--- src/rtl/grf_read_scoreboard.sv ---
// rtl/grf_read_scoreboard.sv - D-stage read hazard scoreboard: stall and forward-select for the two GRF read ports
//
// Tracks the register writes in flight in the E, M and W stages and, for each
// D-stage read port, picks the youngest in-flight producer of that register.
// The read stalls if that producer's result is not ready by the time the
// reader consumes it; otherwise the port is forwarded from the producer's stage.
//
// Ports:
//   Clock            rising-edge clock
//   Reset            synchronous, active-high; empties all tracking slots
//   D_Valid          D stage holds a real instruction
//   D_RA1 / D_RA2    D-stage read addresses
//   D_Tuse1/D_Tuse2  cycles after D until each read value is consumed
//   D_WA             D-stage destination register (0 = no write)
//   D_Tnew           cycles after entering E until the D instruction's result exists
//   Flush            kill the D instruction; E receives a bubble
//   Stall            hold PC/F/D and insert a bubble into E
//   Fwd1 / Fwd2      read source: 0=GRF, 1=E, 2=M, 3=W
//   E_Busy           E slot holds a write whose result is not yet available

module grf_read_scoreboard #(
    parameter int AW = 5,
    parameter int TW = 2
) (
    input  logic          Clock,
    input  logic          Reset,
    input  logic          D_Valid,
    input  logic [AW-1:0] D_RA1,
    input  logic [AW-1:0] D_RA2,
    input  logic [TW-1:0] D_Tuse1,
    input  logic [TW-1:0] D_Tuse2,
    input  logic [AW-1:0] D_WA,
    input  logic [TW-1:0] D_Tnew,
    input  logic          Flush,
    output logic          Stall,
    output logic [1:0]    Fwd1,
    output logic [1:0]    Fwd2,
    output logic          E_Busy
);

    // Slot state. The W slot carries no counter: a write that reaches W is
    // always ready, because the GRF write-then-read happens in the same cycle.
    logic          e_valid_q, e_valid_d;
    logic [AW-1:0] e_wa_q,    e_wa_d;
    logic [TW-1:0] e_tnew_q,  e_tnew_d;
    logic          m_valid_q, m_valid_d;
    logic [AW-1:0] m_wa_q,    m_wa_d;
    logic [TW-1:0] m_tnew_q,  m_tnew_d;
    logic          w_valid_q, w_valid_d;
    logic [AW-1:0] w_wa_q,    w_wa_d;

    logic [1:0]    code1, code2;
    logic [TW-1:0] rem1, rem2;
    logic          alloc;

    // Youngest-first search: a younger match shadows older ones even when the
    // younger one is not ready yet. Returns {stage code, remaining tnew}.
    function automatic logic [TW+1:0] lookup(input logic [AW-1:0] ra);
        logic [1:0]    code;
        logic [TW-1:0] rem;
        code = 2'd0;
        rem  = '0;
        if (ra != '0) begin
            if (e_valid_q && (e_wa_q == ra)) begin
                code = 2'd1;
                rem  = e_tnew_q;
            end else if (m_valid_q && (m_wa_q == ra)) begin
                code = 2'd2;
                rem  = m_tnew_q;
            end else if (w_valid_q && (w_wa_q == ra)) begin
                code = 2'd3;
            end
        end
        return {code, rem};
    endfunction

    always_comb begin
        {code1, rem1} = lookup(D_RA1);
        {code2, rem2} = lookup(D_RA2);
        Fwd1   = code1;
        Fwd2   = code2;
        // rem is zero whenever a port has no match, so unmatched ports never stall.
        Stall  = D_Valid && ((rem1 > D_Tuse1) || (rem2 > D_Tuse2));
        E_Busy = e_valid_q && (e_tnew_q != '0);
    end

    always_comb begin
        // Flush kills the D instruction even while stalling.
        alloc     = D_Valid && !Stall && !Flush && (D_WA != '0);
        e_valid_d = alloc;
        e_wa_d    = alloc ? D_WA   : '0;
        e_tnew_d  = alloc ? D_Tnew : '0;
        // A bubble in E has all-zero fields, so copying it forward stays a bubble.
        m_valid_d = e_valid_q;
        m_wa_d    = e_wa_q;
        m_tnew_d  = (e_tnew_q == '0) ? '0 : e_tnew_q - 1'b1;
        w_valid_d = m_valid_q;
        w_wa_d    = m_wa_q;
    end

    always_ff @(posedge Clock) begin
        if (Reset) begin
            e_valid_q <= 1'b0;
            e_wa_q    <= '0;
            e_tnew_q  <= '0;
            m_valid_q <= 1'b0;
            m_wa_q    <= '0;
            m_tnew_q  <= '0;
            w_valid_q <= 1'b0;
            w_wa_q    <= '0;
        end else begin
            e_valid_q <= e_valid_d;
            e_wa_q    <= e_wa_d;
            e_tnew_q  <= e_tnew_d;
            m_valid_q <= m_valid_d;
            m_wa_q    <= m_wa_d;
            m_tnew_q  <= m_tnew_d;
            w_valid_q <= w_valid_d;
            w_wa_q    <= w_wa_d;
        end
    end

endmodule

--- config.mk ---
export PLATFORM = sky130hd
export DESIGN_NAME = grf_read_scoreboard
export DESIGN_NICKNAME = d
export VERILOG_FILES = /design/src/rtl/grf_read_scoreboard.sv
export SDC_FILE = /design/constraint.sdc
export NUM_CORES = 1
export LEC_CHECK = 0
export BUFFER_PORTS_ARGS = -buffer_cell sky130_fd_sc_hd__buf_4
export CORE_MARGIN = 2
export CORE_UTILIZATION = 50
export DETAILED_ROUTE_END_ITERATION = 16
export PLACE_DENSITY = 0.76
export SLEW_MARGIN = 10
export SYNTH_ARGS = -nofsm -noshare
export SYNTH_HDL_FRONTEND = slang
export SYNTH_SLANG_ARGS = --single-unit
--- constraint.sdc ---
create_clock -name Clock -period 2.49 [get_ports Clock]
set_clock_uncertainty 0.1 [all_clocks]
set_input_delay 0 -clock Clock [delete_from_list [all_inputs] [get_ports Clock]]
set_output_delay 0 -clock Clock [all_outputs]
set_load 0.01 [all_outputs]
==> flow_metrics.tcl <==
set metrics [dict create \
    final_cell_mix "35 x buf_4, 20 x xor2_1, 17 x dfxtp_1, 16 x nand2_1, 15 x nor2b_1" \
    slowest_stage "dfxtp_2" \
    dieWidth_um 53.6 \
    hold_viol 0 \
    arrival_ns 2.74 \
    cp_slowest_stage_delay_ns 0.37 \
    coreArea_um2 2280 \
    hpwl_um 2170 \
    ir_drop_mv 0.374 \
    worst-setup-path-type "flip-flop to flip-flop" \
    r2r-start "m_wa_q[3]$_SDFF_PP0_" \
    synth.distinct_cells 24 \
    grt_start_max_net_pins 16 \
    mappedNetlistArea_um2 1230 \
    finalCriticalPeriod_ns 2.57 \
    synth-xor-area-share 0.213 \
    grt_pass1_vias 1142 \
    drt_pass1_iterations 4 \
    htreeDepth 1 \
    detail-route-antenna-nets 0 \
    cts_tree "done" \
    powerDensity_nw_per_um2 442 \
    p_sw_frac 0.238 \
    gp_congestion 0.844 \
    synth_top_cell_by_area "dfxtp_1" \
    cts.path.max_buffers 2 \
    path_clk_slew_ns 0.14 \
    grt_pass1_wl_um 4840 \
    async_flop_share 0 \
    crit_chain "xnor2_2 -> nand3_2 -> nor3_4 -> nand2_2 -> buf_4 -> o32a_1 -> ha_1 -> nand2_1 -> o21ai_1 -> nand2_1 -> buf_4 -> buf_6 -> nor2_4 -> and2_1" \
    synthMuxAreaShare 0 \
    synth_top_family_by_area "simple AND/OR/NAND/NOR gates" \
    drc 0 \
    cp-end-kind "flip-flop" \
    area_growth_pct 43.5 \
    r2r_end "e_wa_q[0]$_SDFF_PP0_" \
    min_path_cells 3 \
    nNetsFinal 219 \
    synth-seq-cells 22 \
    nFillCells 152 \
    vias 1127 \
    required_ns 2.66 \
    cts_sinks 22 \
    cp_max_fo 8 \
    drt-wirelength-per-cell_um 14.1 \
    core.rowCount 17 \
    synth_compound_area_frac 0.0772 \
    fin_ws_ns -0.0850 \
    internal_power_mw 0.594 \
    cap_violations 0 \
    ff2ff_path_depth 14 \
    ys.flop_type "dfxtp_1" \
    regArea_um2 449 \
    io_pins 31 \
    synthSimpleGateAreaFrac 0.286 \
    portBuffers 30 \
    synth_edf_count 0 \
    crit_end "e_wa_q[0]$_SDFF_PP0_" \
    yosysSeqAreaShare 0.358 \
    start_util 0.541 \
    p_sw_mw 0.186 \
    min_path_type "primary input to flip-flop" \
    netlist.area_leader.share 0.358 \
    avgSynthCellArea_um2 8.92 \
    dieArea_um2 2880 \
    fin_area_um2 1770 \
    p_comb_frac 0.170 \
    maxSlewViolCount 0 \
    run_status "finished with violations" \
    max_freq_mhz 388 \
    max_slew_margin 0.760 \
    placed_area_um2 1500 \
    violations "setup timing" \
    diodes 0 \
    cellLeakagePower_nw 0.773 \
    grt_usage 0.242 \
    timing.final.crit_share 1.03 \
    die_h_um 53.6 \
    worstSetupStartpoint "m_wa_q[3]$_SDFF_PP0_" \
    tightest_slew_ns 0.357 \
    layout_commonest_cell "buf_4" \
    grt_setup_unrepaired "true" \
    antenna_found_initial 0 \
    numCtsBuffers 3 \
    clock_latency_ns 0.33 \
    drtIter0Drc 18 \
    multi_input_area_um2 830 \
    seqPwrFrac 0.467 \
    overflow 0 \
    post-route-util 0.776 \
    p_clk_frac 0.363 \
    cts-root-buf "clkbuf_4" \
    syn_inst 138 \
    syn_nets 168 \
    crit_path_start_kind "flip-flop" \
    drive_gt1_frac 0.319 \
    finalSetupViolations 9 \
    rrSetupSlack_ns -0.08 \
    synth_area_leaders "dfxtp_1 36%, xor2_1 14%, nor2b_1 7.6%, xnor2_1 7.1%, nand2_1 5.2%" \
    wirelength_um 3050 \
    yosysWarnings 0 \
    vias_per_cell 5.22 \
    final.setup.tns_ns -0.606 \
    synthAdderAreaFrac 0.0508 \
    power_mw 0.780 \
]
## worst max-delay path, delay by kind of cell (launching register included)
kind,cells,cell delay (ns)
AO/OA/AOI/OAI,2,0.35
XOR/XNOR,1,0.19
adder cells (fa/ha/maj),1,0.27
buffers and inverters,3,0.38
flip-flops,1,0.37
AND/OR/NAND/NOR,7,0.86
## cell type report
cell class	instances	area share
flip-flops and latches	22	0.254
clock buffers	3	0.0127
multi-input cells	111	0.470
clock inverters	1	0.0170
well taps	28	0.0198
repair buffers	47	0.218
inverters	4	0.00850
## power by group through the flow
| stage | logic, mW | clock network (mW) | registers, mW |
|---|---|---|---|
| after floorplan | 0.0487 | 0 | 0.371 |
| after global placement | 0.100 | 0 | 0.372 |
| after detailed placement | 0.103 | 0 | 0.372 |
| after CTS | 0.122 | 0.283 | 0.365 |
| after global routing | 0.145 | 0.297 | 0.365 |
| final | 0.133 | 0.283 | 0.364 |
## layer usage
layer / track usage / vias to the layer above / part of all wire
met3: 0.0528 / 5 / 0.045
met1: 0.269 / 524 / 0.41
met5: 0 / - / 0
li1: - / 564 / -
met2: 0.451 / 34 / 0.53
met4: 0.0812 / 0 / 0.014
## per-stage QoR
step                instances  hold slack (ns)  worst slack [ns]
finish                    216            0.323           -0.0850
global route              216            0.319            -0.212
CTS                       214            0.199           -0.0802
detailed placement        197            0.112           -0.0663
global placement          197            0.103            0.0217
floorplan                 138          -0.0284             0.296
## sequential cells by signal (all words and copies together) (netlist names)
name and count:
m_tnew_q 2, e_tnew_q 2, m_valid_q 1, e_wa_q 5, w_wa_q 5, e_valid_q 1, m_wa_q 5, w_valid_q 1
## Yosys cell counts (2+ instances only)
master	n
nor4_1	3
a21oi_1	4
xnor2_1	10
nand3_1	5
nand2_1	17
inv_1	4
nor3_2	2
dfxtp_1	22
o32a_1	2
nor2_1	3
o32ai_1	2
a21o_1	2
and2_1	10
ha_1	5
xor2_1	20
nor2b_1	15
o21ai_0	2
nor3_1	4
## how the worst min path moves through the flow
stage	from	endpoint	slack, ns
floorplan	Reset	m_wa_q[0]$_SDFF_PP0_	-0.03
global placement	D_Tnew[1]	e_tnew_q[1]$_SDFF_PP0_	0.10
detailed placement	D_WA[4]	e_wa_q[4]$_SDFF_PP0_	0.11
CTS	D_Tuse1[1]	e_valid_q$_SDFF_PP0_	0.20
global route	D_Tnew[0]	e_tnew_q[0]$_SDFF_PP0_	0.32
finish	D_Tnew[0]	e_tnew_q[0]$_SDFF_PP0_	0.32
## what timing repair did
item | CTS | global route
buffers inserted | 3 | 2
endpoints found under the setup margin | 8 | 9
gates resized for setup | 11 | 8
pin swaps | 9 | 9
hold buffers | 10 | 0
endpoints found under the hold margin | 22 | 0
## cell families after synthesis
family          count (synthesis)
simple gates                   63
xor+xnor                       30
flops                          22
compound gates                 13
buf+inv                         5
fa+ha+maj                       5
(Power assumes the default switching activity.)
